<file path="config.mk">
export PLATFORM = sky130hd
export DESIGN_NAME = branch_resolve
export DESIGN_NICKNAME = d
export VERILOG_FILES = /design/src/rtl/branch_resolve.sv
export SDC_FILE = /design/constraint.sdc
export NUM_CORES = 1
export LEC_CHECK = 0
export ABC_CLOCK_PERIOD_IN_PS = 2770
export BUFFER_PORTS_ARGS = -buffer_cell sky130_fd_sc_hd__buf_2
export CORE_ASPECT_RATIO = 0.75
export CORE_MARGIN = 2
export CORE_UTILIZATION = 53
export CTS_CLUSTER_DIAMETER = 30
export DETAILED_ROUTE_END_ITERATION = 16
export PLACE_DENSITY = 0.76
export SKIP_LAST_GASP = 1
export SYNTH_ARGS = -nofsm -noshare
export SYNTH_HDL_FRONTEND = slang
export SYNTH_SLANG_ARGS = --single-unit
</file>
<file path="constraint.sdc">
create_clock -name clk -period 2.77 [get_ports clk]
set_clock_uncertainty 0.15 [all_clocks]
set_input_delay 0.277 -clock clk [delete_from_list [all_inputs] [get_ports clk]]
set_output_delay 0.277 -clock clk [all_outputs]
set_load 0.1 [all_outputs]
</file>
<file path="src/rtl/branch_resolve.sv">
// Branch resolution for the EX stage: keeps the architectural {Z,V,N} flag
// register, evaluates conditional branches, issues a registered redirect to
// fetch and sequences a fixed-length flush of the younger IF/ID stages.
//
// state | meaning
// ------+-----------------------------------------------------------------
// IDLE  | normal operation; flags update and branches are evaluated
// FLUSH | wrong-path window after a taken branch; br_valid/flag_we ignored
module branch_resolve #(
  parameter int ASIZE        = 16,
  parameter int OSIZE        = 8,
  parameter int FLUSH_CYCLES = 2
) (
  input  logic             clk,
  input  logic             rst_n,
  input  logic             stall,
  input  logic             flag_we,
  input  logic [2:0]       alu_flag,
  input  logic             br_valid,
  input  logic [2:0]       br_cond,
  input  logic [ASIZE-1:0] br_pc,
  input  logic [OSIZE-1:0] br_off,
  output logic [2:0]       flags_q,
  output logic             redirect,
  output logic [ASIZE-1:0] redirect_pc,
  output logic             flush,
  output logic [15:0]      br_total,
  output logic [15:0]      br_taken
);

  typedef enum logic {IDLE = 1'b0, FLUSH = 1'b1} state_t;

  // The redirect cycle itself is the first flush cycle, so the counter only
  // has to cover the remaining FLUSH_CYCLES-1 cycles.
  localparam logic [3:0] CNT_LOAD = 4'(FLUSH_CYCLES - 1);

  state_t           state_q, state_d;
  logic [3:0]       cnt_q, cnt_d;
  logic [2:0]       flags_d;
  logic             redirect_d;
  logic [ASIZE-1:0] redirect_pc_d;
  logic             flush_d;
  logic [15:0]      br_total_d, br_taken_d;

  logic [2:0]       eff_flag;
  logic             flag_z, flag_v, flag_n;
  logic             cond_true;
  logic [ASIZE-1:0] target;

  function automatic logic [15:0] sat_inc(input logic [15:0] v);
    return (v == 16'hFFFF) ? v : v + 16'd1;
  endfunction

  // Newest ALU result bypasses the flag register for same-cycle branches.
  always_comb begin
    eff_flag = flag_we ? alu_flag : flags_q;
    flag_z   = eff_flag[2];
    flag_v   = eff_flag[1];
    flag_n   = eff_flag[0];
    target   = br_pc + ASIZE'(1) + ASIZE'($signed(br_off));
  end

  // Condition code decode against the effective flags.
  always_comb begin
    cond_true = 1'b0;
    case (br_cond)
      3'b000:  cond_true = 1'b1;
      3'b001:  cond_true = flag_z;
      3'b010:  cond_true = !flag_z;
      3'b011:  cond_true = flag_n;
      3'b100:  cond_true = !flag_n;
      3'b101:  cond_true = flag_v;
      3'b110:  cond_true = !flag_v;
      default: cond_true = 1'b0;
    endcase
  end

  // Next-state and next-output logic; everything defaults to hold.
  always_comb begin
    state_d       = state_q;
    cnt_d         = cnt_q;
    flags_d       = flags_q;
    redirect_d    = redirect;
    redirect_pc_d = redirect_pc;
    flush_d       = flush;
    br_total_d    = br_total;
    br_taken_d    = br_taken;
    case (state_q)
      IDLE: begin
        redirect_d = 1'b0;
        flush_d    = 1'b0;
        if (flag_we) flags_d = alu_flag;
        if (br_valid) begin
          br_total_d = sat_inc(br_total);
          if (cond_true) begin
            br_taken_d    = sat_inc(br_taken);
            redirect_d    = 1'b1;
            redirect_pc_d = target;
            flush_d       = 1'b1;
            cnt_d         = CNT_LOAD;
            if (FLUSH_CYCLES > 1) state_d = FLUSH;
          end
        end
      end
      FLUSH: begin
        redirect_d = 1'b0;
        if (cnt_q == 4'd0) begin
          state_d = IDLE;
          flush_d = 1'b0;
        end else begin
          cnt_d   = cnt_q - 4'd1;
          flush_d = 1'b1;
        end
      end
      default: state_d = IDLE;
    endcase
  end

  // State and output registers; a stall freezes every one of them.
  always_ff @(posedge clk or negedge rst_n) begin
    if (!rst_n) begin
      state_q     <= IDLE;
      cnt_q       <= 4'd0;
      flags_q     <= 3'b000;
      redirect    <= 1'b0;
      redirect_pc <= '0;
      flush       <= 1'b0;
      br_total    <= 16'd0;
      br_taken    <= 16'd0;
    end else if (!stall) begin
      state_q     <= state_d;
      cnt_q       <= cnt_d;
      flags_q     <= flags_d;
      redirect    <= redirect_d;
      redirect_pc <= redirect_pc_d;
      flush       <= flush_d;
      br_total    <= br_total_d;
      br_taken    <= br_taken_d;
    end
  end

endmodule

</file>
=== Yosys cells after proc, flatten, opt, wreduce, memory -nomap -nowiden ===
Index checks and enable logic that the tools add are counted.
Widths: inputs -> output; s select.

* Input bits: 35
* Output and inout port bits: 53
* Logic and storage cells: 48
* Flip-flop bits (word level): 57

* Bitwise operators: 4
* Add/subtract/negate cells: 5
* Muxes and demuxes: 11
* Reductions and logical operators: 10
* Eq/ne operators: 11

{| class="wikitable"
|+ Operators with widths
! operator !! number
|-
| $add 16x1->16 const B || 3
|-
| $eq 16x16->1 const B || 2
|-
| $add 16x16->16 || 1
|-
| $mux 4 || 3
|-
| $reduce_and 4->1 || 3
|-
| $eq 3x3->1 const B || 3
|-
| $pmux 4 s2 || 1
|-
| $pmux 1 s7 || 1
|-
| $eq 3x2->1 const B || 2
|-
| $ne 2x2->1 const B || 3
|-
| $reduce_and 5->1 || 1
|-
| $logic_not 4->1 || 1
|-
| $not 1->1 || 4
|-
| $pmux 1 s2 || 2
|-
| $sub 4x1->4 const B || 1
|-
| $eq 3x1->1 const B || 1
|-
| $logic_not 1->1 || 3
|-
| $logic_not 3->1 || 1
|-
| $mux 1 || 3
|-
| $mux 3 || 1
|-
| $reduce_and 2->1 || 1
|}

=== Longest topological paths before layout ===
Gate-level depths: netlist of run 1.

* Word-level depth: 6
* Depth in mapped cells: 10
* Mapped depth without buffers: 10

=== Worst setup path before layout of run 1 ===
Ideal clock, no wire load.

* Path type: reg2reg
* Start point: register state_q
* End point: register br_taken[15]
* Arrival: 2.364 ns
* Required time: 2.461 ns
* Path slack: 0.097 ns
* Setup time: 0.159 ns
* Clock period less this slack: 2.673 ns
* Cell stages (with the launch flop): 7
* Buffers on the path: 0
* Cell sequence: dfrtp_1 nor2_1 nand2_1 a311o_1 nor3_1 nand4_1 xnor2_1

* Cells in the longest elaborated chain, start to end: 2

{| class="wikitable"
|+ Ends and longest elaborated chain
! what !! RTL line !! text
|-
| from (decl) || 37 || <nowiki>state_t state_q, state_d;</nowiki>
|-
| from (signal assigned) || 131 || <nowiki>state_q <= state_d;</nowiki>
|-
| $not 1->1 || n/a ||
|-
| $reduce_and 5->1 (no source line) || n/a ||
|-
| to (signal assigned) || 138 || <nowiki>br_taken <= br_taken_d;</nowiki>
|-
| to (decl) || 28 || <nowiki>output logic [15:0] br_taken</nowiki>
|}

No other way between the ends.
A chain may end at the register's enable or synchronous reset.

=== Worst setup path in the final report of run 1 ===
* Start point: input port br_pc[0]
* End point: register redirect_pc[14]

* Cells in the longest elaborated chain, start to end: 2

{| class="wikitable"
|+ Ends and longest elaborated chain
! what !! RTL line !! text
|-
| from (decl) || 21 || <nowiki>input logic [ASIZE-1:0] br_pc,</nowiki>
|-
| $add 16x1->16 || 60 || <nowiki>target = br_pc + ASIZE'(1) + ASIZE'($signed(br_off));</nowiki>
|-
| $add 16x16->16 || 60 ||
|-
| to (signal assigned) || 135 || <nowiki>redirect_pc <= redirect_pc_d;</nowiki>
|-
| to (decl) || 25 || <nowiki>output logic [ASIZE-1:0] redirect_pc,</nowiki>
|}

No other way between the ends.

==> flow_metrics.env, run 1 <==
export IMPL_grt_max_degree=58
export IMPL_antenna_found_initial=0
export IMPL_final_cell_mix="buf_2 (87), dfrtp_1 (57), nand2_1 (40), xnor2_1 (28), o21ai_0 (25)"
export IMPL_hpwl_um=5388
export IMPL_fin_ws_ps=517.0
export IMPL_avgSynthCellArea_um2=9.998
export IMPL_path_cells="buf_2 -> inv_1 -> ha_1 -> inv_1 -> fa_1 -> a21oi_1 -> o22ai_1 -> o41a_1 -> a41oi_1 -> xor2_1 -> o21ai_0"
export IMPL_startpoint_type="input port"
export IMPL_initial_core_util_pct=55.94
export IMPL_vias=2769
export IMPL_synth_xor_area_share_pct=11.38
export IMPL_gp_congestion=0.8467
export IMPL_cellInternalPower_uw=1859
export IMPL_core_area_mm2=0.005916
export IMPL_irDropWorstVdd_mv=0.8814
export IMPL_finalSetupViolCount=0
export IMPL_n_fill_cell=474
export IMPL_synthMuxAreaShare_pct=3.629
export IMPL_ys_top_cells_by_area="dfrtp_1 (43%), xnor2_1 (7.4%), ha_1 (6.8%)"
export IMPL_fp_row_count=24
export IMPL_worstPathRequired_ps=2820
export IMPL_grt_first_pass_wirelength_um=11700
export IMPL_synth_top_family_by_area="simple AND/OR/NAND/NOR gates"
export IMPL_cts_clk_slew_worst_paths_ps=60
export IMPL_grt_pass1_vias=2522
export IMPL_end_kind="register"
export IMPL_worst_pin_slew_ps=597.7
export IMPL_synth_distinct_cells=45
export IMPL_hold_class="in2reg"
export IMPL_ant_nets=0
export IMPL_synth_nets=385
export IMPL_period_share_pct=81.33
export IMPL_crit_fanout=4
export IMPL_hold_violations=0
export IMPL_cts_tree="done"
export IMPL_relSlewSlack_pct=59.85
export IMPL_p_clk_share_pct=14.8
export IMPL_post_route_drc_count=0
export IMPL_slew_violations=0
export IMPL_initialDrtViolationCount=87
export IMPL_cpMostUsedCell="inv_1"
export IMPL_synth_compound_area_share_pct=13.01
export IMPL_power_switching_uw=2517
export IMPL_wl_um=7191
export IMPL_routed_via_density=5.429
export IMPL_synth_area_mm2=0.003309
export IMPL_firstDrtPassIters=4
export IMPL_rrSetupSlack_ps=540
export IMPL_status="finished clean"
export IMPL_fmax_mhz=443.9
export IMPL_synth_top_area_cell="dfrtp_1"
export IMPL_criticalPathCategory="in2reg"
export IMPL_finalNetCount=482
export IMPL_leakage_uw=0.001978
export IMPL_synth_seq_cells=57
export IMPL_sequentialPowerShare_pct=29.1
export IMPL_numCtsBuffers=9
export IMPL_cts_max_path_buffers=2
export IMPL_total_power_uw=4375
export IMPL_htreeDepth=3
export IMPL_critPathSlowestCell="fa_1"
export IMPL_grt_usage_pct=22.18
export IMPL_root_buffer="clkbuf_8"
export IMPL_cts_sinks=57
export IMPL_clk_latency_ps=330
export IMPL_dp_slack_ps=180.5
export IMPL_port_buffers=87
export IMPL_die_h_um=72.44
export IMPL_switching_share_pct=57.52
export IMPL_die_w_um=95.25
export IMPL_p_per_area_mw_per_mm2=1095
export IMPL_final_common_cell="buf_2"
export IMPL_maxCapViolations=0
export IMPL_setup_tns_ps=0
export IMPL_synth_cells=331
export IMPL_diodes=0
export IMPL_synth_top_area_share_pct=43.10
export IMPL_area_growth_pct=20.76
export IMPL_p_comb_share_pct=56.1
export IMPL_ys_seq_area_share_pct=43.10
export IMPL_synth_fa_ha_area_share_pct=7.410
export IMPL_wire_per_inst_um=14.10
export IMPL_yosys_area_share_simple_pct=18.53
export IMPL_ios=88
export IMPL_grt_overflow=0
export IMPL_finalCriticalPeriod_ps=2253
export IMPL_fp_dieArea_mm2=0.006899
export IMPL_rsz0062_at_grt="false"
export IMPL_cpPeakStageDelay_ps=410
export IMPL_critical_path_arrival_ps=2300
export IMPL_yosysWarnings=0
export IMPL_drive_gt1_share_pct=26.85
## cells in the mapped netlist (all sizes together)
library cell and n:
a211oi 5, a21o 2, a21oi 8, a22o 2, a22oi 2, a311o 1
a31oi 2, a32oi 1, a41oi 4, and2 3, and3 6, and4 4
buf 5, clkbuf 1, dfrtp 57, fa 1, ha 18, inv 10
mux2 6, mux2i 4, nand2 40, nand2b 3, nand3 18, nand4 10
nor2 19, nor2b 1, nor3 9, nor4b 1, o211ai 3, o21a 3
o21ai 25, o21ba 1, o21bai 2, o22ai 2, o31ai 2, o41a 1
or2 1, or3 2, or4 1, or4b 2, xnor2 28, xor2 15
## power groups by stage
stage / clock network (µW) / logic (µW) / registers [µW]
finish: 649 / 2450 / 1270
global route: 717 / 2570 / 1310
CTS: 673 / 2470 / 1270
detailed placement: 0 / 2460 / 1280
global placement: 0 / 2430 / 1270
floorplan: 0 / 528 / 2780
## flip-flops by register name, indices dropped and copies added, names as in the netlist
register,count
br_taken,16
br_total,16
redirect_pc,16
cnt_q,4
flags_q,3
redirect,1
state_q,1
## worst max-delay path, delay by kind of cell
family | cells | cell delay, ps
adders and majority gates | 2 | 560
AOI/OAI and AO/OA | 5 | 1120
xor gates and xnor gates | 1 | 160
buffers and inverters | 3 | 200
## logic make-up after synthesis
group           Yosys count
flops                    57
xor+xnor                 43
mux                      10
compound gates           66
simple gates            120
fa+ha+maj                19
buf+inv                  16
## cell type report
| cell class | instances | area, µm² | share of cell area [%] |
|---|---|---|---|
| Clock buffer | 11 | 141.4 | 3.538 |
| Clock inverter | 4 | 20.02 | 0.5009 |
| Inverter | 10 | 37.54 | 0.9393 |
| Multi-Input combinational cell | 258 | 1785 | 44.68 |
| Sequential cell | 57 | 1426 | 35.69 |
| Tap cell | 78 | 97.59 | 2.442 |
| Timing Repair Buffer | 92 | 488.0 | 12.21 |
## metrics by stage
stage	instance area, µm²	util [%]	instances	hold WS (ps)
floorplan	3309	-	331	-168.6
global placement	3825	64.66	494	152.8
detailed placement	3825	64.66	494	151.8
CTS	3996	67.55	510	35.53
global route	3996	67.55	510	37.84
finish	3996	67.55	510	46.00
## what timing repair did
action,in CTS,in global routing
buffers inserted,0,0
endpoints found under the hold margin,57,0
resized for setup,0,0
hold buffers,1,0
## metal layers
layer  global-route usage [%]  up-vias  wire length (µm)
met3                    7.061       11               544
met2                    31.85       92              3079
met1                    31.64     1278              3461
met5                        0        -                 0
met4                    7.890        0               107
li1                         -     1388                 -
## path summary, 6_finish.rpt
check                                 from               to  cells past startpoint
hold / removal                 alu_flag[2]       flags_q[2]                      2
setup / recovery                  br_pc[0]  redirect_pc[14]                     11
hold reg to reg            redirect_pc[11]  redirect_pc[11]                      2
setup reg to reg                flags_q[0]     br_taken[15]                      6
max in group asynchronous            rst_n   redirect_pc[7]                      3
min in group asynchronous            rst_n      br_total[6]                      3
Note: power is estimated with default switching activity, not from simulation.
==> run 2, diff against run 1 <==
ABC_AREA = 1   (was default)
ABC_CLOCK_PERIOD_IN_PS = 2000   (was 2770)
CORE_UTILIZATION = 50   (was 53)
PLACE_DENSITY = 0.73   (was 0.76)
clock period = 2 ns   (was 2.77 ns; I/O delays follow)
==> run 2 against run 1 <==
  * Sequential share of layout area shrank 6.0 points
  * Combinational power grew 54%
  * Sequential power grew 46%
  * Wire length grew 28%
  * Final cell count grew 53%
  * Utilization shrank 4.5 points
  * Power grew 56%
  * Worst setup slack lost 410 ps
  * Final area grew 24%
  * Global-route usage grew 0.19 points
  * Flip-flop and latch count is the same
  * Largest power group unchanged
==> flow_metrics.env, run 2 <==
export IMPL_initial_core_util_pct=51.35
export IMPL_firstDrtPassIters=5
export IMPL_worst_pin_slew_ps=571.5
export IMPL_period_share_pct=94.42
export IMPL_final_common_cell="nand2_1"
export IMPL_fp_row_count=28
export IMPL_finalSetupViolCount=0
export IMPL_ys_seq_area_share_pct=35.24
export IMPL_avgSynthCellArea_um2=7.126
export IMPL_yosysMostFrequentCell="nand2_1"
export IMPL_fin_area_mm2=0.004969
export IMPL_fin_cells=779
export IMPL_maxCapViolations=0
export IMPL_reg2regPathDepth=10
export IMPL_gp_congestion=0.8966
export IMPL_drive_gt1_share_pct=28.04
export IMPL_status="finished clean"
export IMPL_hold_violations=0
export IMPL_synth_area_mm2=0.004048
export IMPL_htreeDepth=3
export IMPL_fin_hold_ws_ps=56.92
export IMPL_synth_distinct_cells=34
export IMPL_cts_clk_slew_worst_paths_ps=70
export IMPL_core_area_mm2=0.007883
export IMPL_end_kind="register"
export IMPL_reg_top3="br_taken: 16 flops, br_total: 16 flops, redirect_pc: 16 flops"
export IMPL_worstHoldEndpoint="redirect_pc[0]"
export IMPL_sequentialPowerShare_pct=27.1
export IMPL_synth_cells=568
export IMPL_worstPathRequired_ps=2080
export IMPL_wire_per_inst_um=11.79
export IMPL_grt_overflow=0
export IMPL_finalNetCount=723
export IMPL_synth_nets=622
export IMPL_critical_path_arrival_ps=1970
export IMPL_synth_top_area_share_pct=35.24
export IMPL_rsz0062_at_grt="false"
export IMPL_grt_pass1_vias=3590
export IMPL_synth_flop_cell="dfrtp_1"
export IMPL_grt_first_pass_wirelength_um=15880
export IMPL_holdPathStages=4
export IMPL_fmax_mhz=529.6
export IMPL_min_from="br_off[0]"
export IMPL_cts_max_path_buffers=2
export IMPL_placed_area_mm2=0.004691
export IMPL_cellInternalPower_uw=2928
export IMPL_antenna_found_initial=0
export IMPL_numCtsBuffers=9
export IMPL_area_growth_pct=22.75
export IMPL_final_cell_mix="nand2_1 (192), buf_2 (87), inv_1 (65), nand3_1 (59), nor2_1 (35)"
export IMPL_rr_startpoint="br_total[0]"
export IMPL_fin_ws_ps=111.7
export IMPL_port_buffers=87
export IMPL_diodes=0
export IMPL_synth_top_area_cell="dfrtp_1"
export IMPL_startpoint_type="register"
export IMPL_relSlewSlack_pct=61.90
export IMPL_wl_um=9184
export IMPL_hold_class="in2reg"
export IMPL_dpl_cell_count=758
export IMPL_p_clk_share_pct=17.6
export IMPL_die_h_um=81.92
export IMPL_post_route_drc_count=0
export IMPL_switching_share_pct=57.07
export IMPL_grt_usage_pct=22.37
export IMPL_routed_via_density=4.926
export IMPL_hpwl_um=7031
export IMPL_p_comb_share_pct=55.3
export IMPL_finalCriticalPeriod_ps=1888
export IMPL_criticalPathCategory="reg2reg"
export IMPL_clk_latency_ps=340
export IMPL_irDropWorstVdd_mv=0.9165
export IMPL_vias=3837
export IMPL_ys_top_cells_by_area="dfrtp_1 (35%), nand2_1 (18%), nand3_1 (7.4%)"
export IMPL_power_switching_uw=3892
export IMPL_dp_slack_ps=14.57
export IMPL_p_per_area_mw_per_mm2=1373
export IMPL_die_w_um=107.9
export IMPL_cts_sinks=57
export IMPL_root_buffer="clkbuf_8"
export IMPL_synth_seq_cells=57
export IMPL_ant_nets=0
export IMPL_cts_tree="done"
export IMPL_grt_max_degree=35
export IMPL_yosysWarnings=0
export IMPL_rrSetupSlack_ps=110
export IMPL_slew_violations=0
export IMPL_ios=88
export IMPL_leakage_uw=0.002675
export IMPL_synth_async_reset_ratio_pct=100.0
export IMPL_synth_edf_count=0
export IMPL_initialDrtViolationCount=219
export IMPL_synthTopCellsByCount="nand2_1 (192), inv_1 (65), nand3_1 (60)"
export IMPL_fp_dieArea_mm2=0.008838
export IMPL_r2r_end="br_total[6]"
export IMPL_crit_fanout=10
==> run 2: worst max-delay path, stage by stage, from the launching register on <==
cell and delay [ps]:
dfrtp_4 450, ha_4 160, nand2_1 70, nor2_2 160, nand2_1 110, nor2_2 140
nand2_1 110, nand2_4 110, buf_12 130, nor2_1 60, xor2_1 130
==> run 2: layout make-up <==
cell class                 count  area [µm²]
sequential                    57        1475
timing repair buffer          99       555.5
clock buffer                   9       123.9
tap                          105       131.4
multi-input combinational    433        2330
inverter                      69       259.0
fill                         739        2914
clock inverter                 7       93.84
==> run 2: power groups by stage <==
stage,clock [µW],sequential (µW),combinational [µW]
after CTS,1230,1850,3770
after floorplan,0,4010,971
after detailed placement,0,1860,3760
final,1200,1850,3770
after global placement,0,1850,3720
after global routing,1270,1900,4000
==> run 2: how the worst max path moves through the flow <==
stage                      startpoint            to  slack (ps)  depth (start not counted)
final                     br_total[0]   br_total[6]         110                         10
after global routing      br_total[0]   br_total[3]          10                         10
after CTS                 br_total[0]  br_total[12]          90                         10
after detailed placement  br_total[0]  br_total[12]          10                         10
after global placement    br_total[0]  br_total[12]         100                         10
after floorplan           br_taken[1]   br_taken[6]         -70                         10
==> run 2: routing by layer <==
layer  track usage, %  wire length [µm]
met2            35.85              4203
met4            6.282               101
met5                0                 0
met3            5.873               469
met1            30.07              4410
==> run 2: what timing repair did <==
| item | in CTS | in global routing |
|---|---|---|
| setup endpoints to repair | 1 | 10 |
| hold endpoints to repair | 25 | 0 |
| gates resized for setup | 1 | 0 |
| buffers inserted | 0 | 3 |
| hold buffers | 2 | 0 |
==> run 2: cells by family (layout without fill, tap and decap cells) <==
family                   after synthesis  after routing  synth area share (%)
adder cells (fa/ha/maj)               19             19                 6.059
flip-flops                            57             57                 35.24
buffers and inverters                 78            184                 8.377
XOR/XNOR                              32             32                 6.924
AND/OR/NAND/NOR                      351            351                 39.04
AO/OA/AOI/OAI                         31             31                 4.359
==> run 2: metrics by stage <==
stage / utilization (%) / power [µW] / setup TNS, ps
CTS: 62.59 / 6845 / 0
finish: 63.03 / 6821 / 0
detailed placement: 59.51 / 5622 / 0
global route: 63.03 / 7179 / 0
floorplan: - / 4980 / -627.6
global placement: 59.51 / 5572 / 0
==> run 3, diff against run 2 <==
CORE_ASPECT_RATIO = 0.8   (was 0.75)
==> run 3 against run 2 <==
  * Sequential share of layout area shrank 0.16 points
  * Combinational power is essentially flat
  * Count of clock-buffer cells in the layout grew 2
  * Sequential power is essentially flat
  * Register-to-register slack gained 20 ps
  * Flip-flop and latch count is the same
  * Non-clock buffer count grew 1
  * Final cell count grew 0.51%
  * Largest power group unchanged
==> flow_metrics.env, run 3 (synthesis gave the netlist of run 2 again) <==
export IMPL_worstHoldEndpoint="redirect_pc[0]"
export IMPL_cts_tree="done"
export IMPL_period_share_pct=93.29
export IMPL_criticalPathCategory="reg2reg"
export IMPL_fin_ws_ps=134.1
export IMPL_maxCapViolations=0
export IMPL_area_growth_pct=23.43
export IMPL_relSlewSlack_pct=66.42
export IMPL_critPathSlowestCell="dfrtp_4"
export IMPL_grt_max_degree=58
export IMPL_fmax_mhz=535.9
export IMPL_hold_violations=0
export IMPL_critical_path_arrival_ps=1940
export IMPL_finalNetCount=724
export IMPL_crit_fanout=14
export IMPL_wire_per_inst_um=11.82
export IMPL_die_w_um=104.6
export IMPL_finalSetupViolCount=0
export IMPL_cpMostUsedCell="nand2_1"
export IMPL_firstDrtPassIters=4
export IMPL_initial_core_util_pct=51.17
export IMPL_cts_sinks=57
export IMPL_dp_slack_ps=46.65
export IMPL_status="finished clean"
export IMPL_numCtsBuffers=9
export IMPL_reg2regPathDepth=10
export IMPL_placed_area_mm2=0.004702
export IMPL_diodes=0
export IMPL_r2r_end="br_total[12]"
export IMPL_hpwl_um=6895
export IMPL_root_buffer="clkbuf_8"
export IMPL_cpPeakStageDelay_ps=450
export IMPL_path_cells="ha_4 -> nand2_1 -> nor2_2 -> nand2_1 -> nor2_2 -> nand2_1 -> nand2_4 -> inv_4 -> nand3b_1 -> nand2_1"
export IMPL_cts_clk_slew_worst_paths_ps=70
export IMPL_die_h_um=84.48
export IMPL_clk_latency_ps=330
export IMPL_core_area_mm2=0.007910
export IMPL_rr_startpoint="br_total[0]"
export IMPL_htreeDepth=3
export IMPL_routed_via_density=4.953
export IMPL_final_cell_mix="nand2_1 (192), buf_2 (87), inv_1 (65), nand3_1 (59), nor2_1 (35)"
export IMPL_final_common_cell="nand2_1"
export IMPL_grt_first_pass_wirelength_um=16220
export IMPL_initialDrtViolationCount=129
export IMPL_post_route_drc_count=0
export IMPL_fp_row_count=29
export IMPL_end_kind="register"
export IMPL_port_buffers=87
export IMPL_holdPathStages=4
export IMPL_antenna_found_initial=0
export IMPL_grt_pass1_vias=3673
export IMPL_drive_gt1_share_pct=28.00
export IMPL_fp_dieArea_mm2=0.008836
export IMPL_min_from="br_off[0]"
export IMPL_ios=88
export IMPL_ant_nets=0
export IMPL_slew_violations=0
export IMPL_finalCriticalPeriod_ps=1866
export IMPL_startpoint_type="register"
export IMPL_cts_max_path_buffers=2
export IMPL_leakage_uw=0.002688
export IMPL_wl_um=9254
export IMPL_grt_usage_pct=21.94
export IMPL_worst_pin_slew_ps=507.2
export IMPL_irDropWorstVdd_mv=1.266
export IMPL_hold_class="in2reg"
export IMPL_gp_congestion=0.9509
export IMPL_worstPathRequired_ps=2070
export IMPL_vias=3878
export IMPL_rrSetupSlack_ps=130
export IMPL_fin_area_mm2=0.004996
export IMPL_reg_top3="br_taken: 16 flops, br_total: 16 flops, redirect_pc: 16 flops"
export IMPL_grt_overflow=0
export IMPL_p_per_area_mw_per_mm2=1395
[run 3: where the power goes]
group	internal, µW	switching (µW)	total [µW]
logic	695	3090	3780
clock network	860	466	1330
registers	1530	331	1860
total	3090	3880	6970
[run 3: per-layer routing]
layer / wire length (µm) / vias to the layer above / GRT usage [%]
met1: 4576 / 1739 / 30.04
met4: 176 / 0 / 6.909
met3: 458 / 18 / 4.581
met2: 4044 / 123 / 35.12
met5: 0 / - / 0
li1: - / 1998 / -
[run 3: timing repair]
item | in CTS | in global routing
setup endpoints to repair | 0 | 15
hold buffers | 2 | 0
endpoints found under the hold margin | 59 | 0
gates resized for setup | 0 | 3
buffers inserted | 0 | 3
[run 3: critical path, delay by kind of cell (launching register included)]
kind	cells	cell delay, ps
fa+ha+maj	1	170
simple gates	8	870
flops	1	450
buf+inv	1	100
[run 3: cell type report]
type | count | area [µm²]
Clock buffer | 11 | 141.4
Clock inverter | 5 | 102.6
Fill cell | 762 | 2914
Inverter | 69 | 261.5
Multi-Input combinational cell | 433 | 2330
Sequential cell | 57 | 1475
Tap cell | 108 | 135.1
Timing Repair Buffer | 100 | 550.5
[run 3: per-stage QoR]
| stage | setup TNS [ps] | std cells | total power, µW | hold WS (ps) | util (%) |
|---|---|---|---|---|---|
| finish | 0 | 783 | 6970 | 75.17 | 63.16 |
| global route | -38.20 | 783 | 7337 | 123.5 | 63.16 |
| CTS | 0 | 780 | 6993 | 63.15 | 62.78 |
| detailed placement | 0 | 762 | 5634 | 78.89 | 59.44 |
| global placement | 0 | 762 | 5584 | 76.16 | 59.44 |
| floorplan | -627.6 | 568 | 4980 | -245.6 | - |
[run 3: how the worst max path moves through the flow]
stage                            from           end  slack [ps]  cells past startpoint
after global placement    br_total[0]   br_total[8]         110                     10
after floorplan           br_taken[1]   br_taken[6]         -70                     10
after detailed placement  br_total[0]  br_total[13]          50                     10
after CTS                 br_total[0]  br_total[13]          40                     10
after global routing      br_total[0]  br_total[13]         -10                     10
final                     br_total[0]  br_total[12]         130                     10
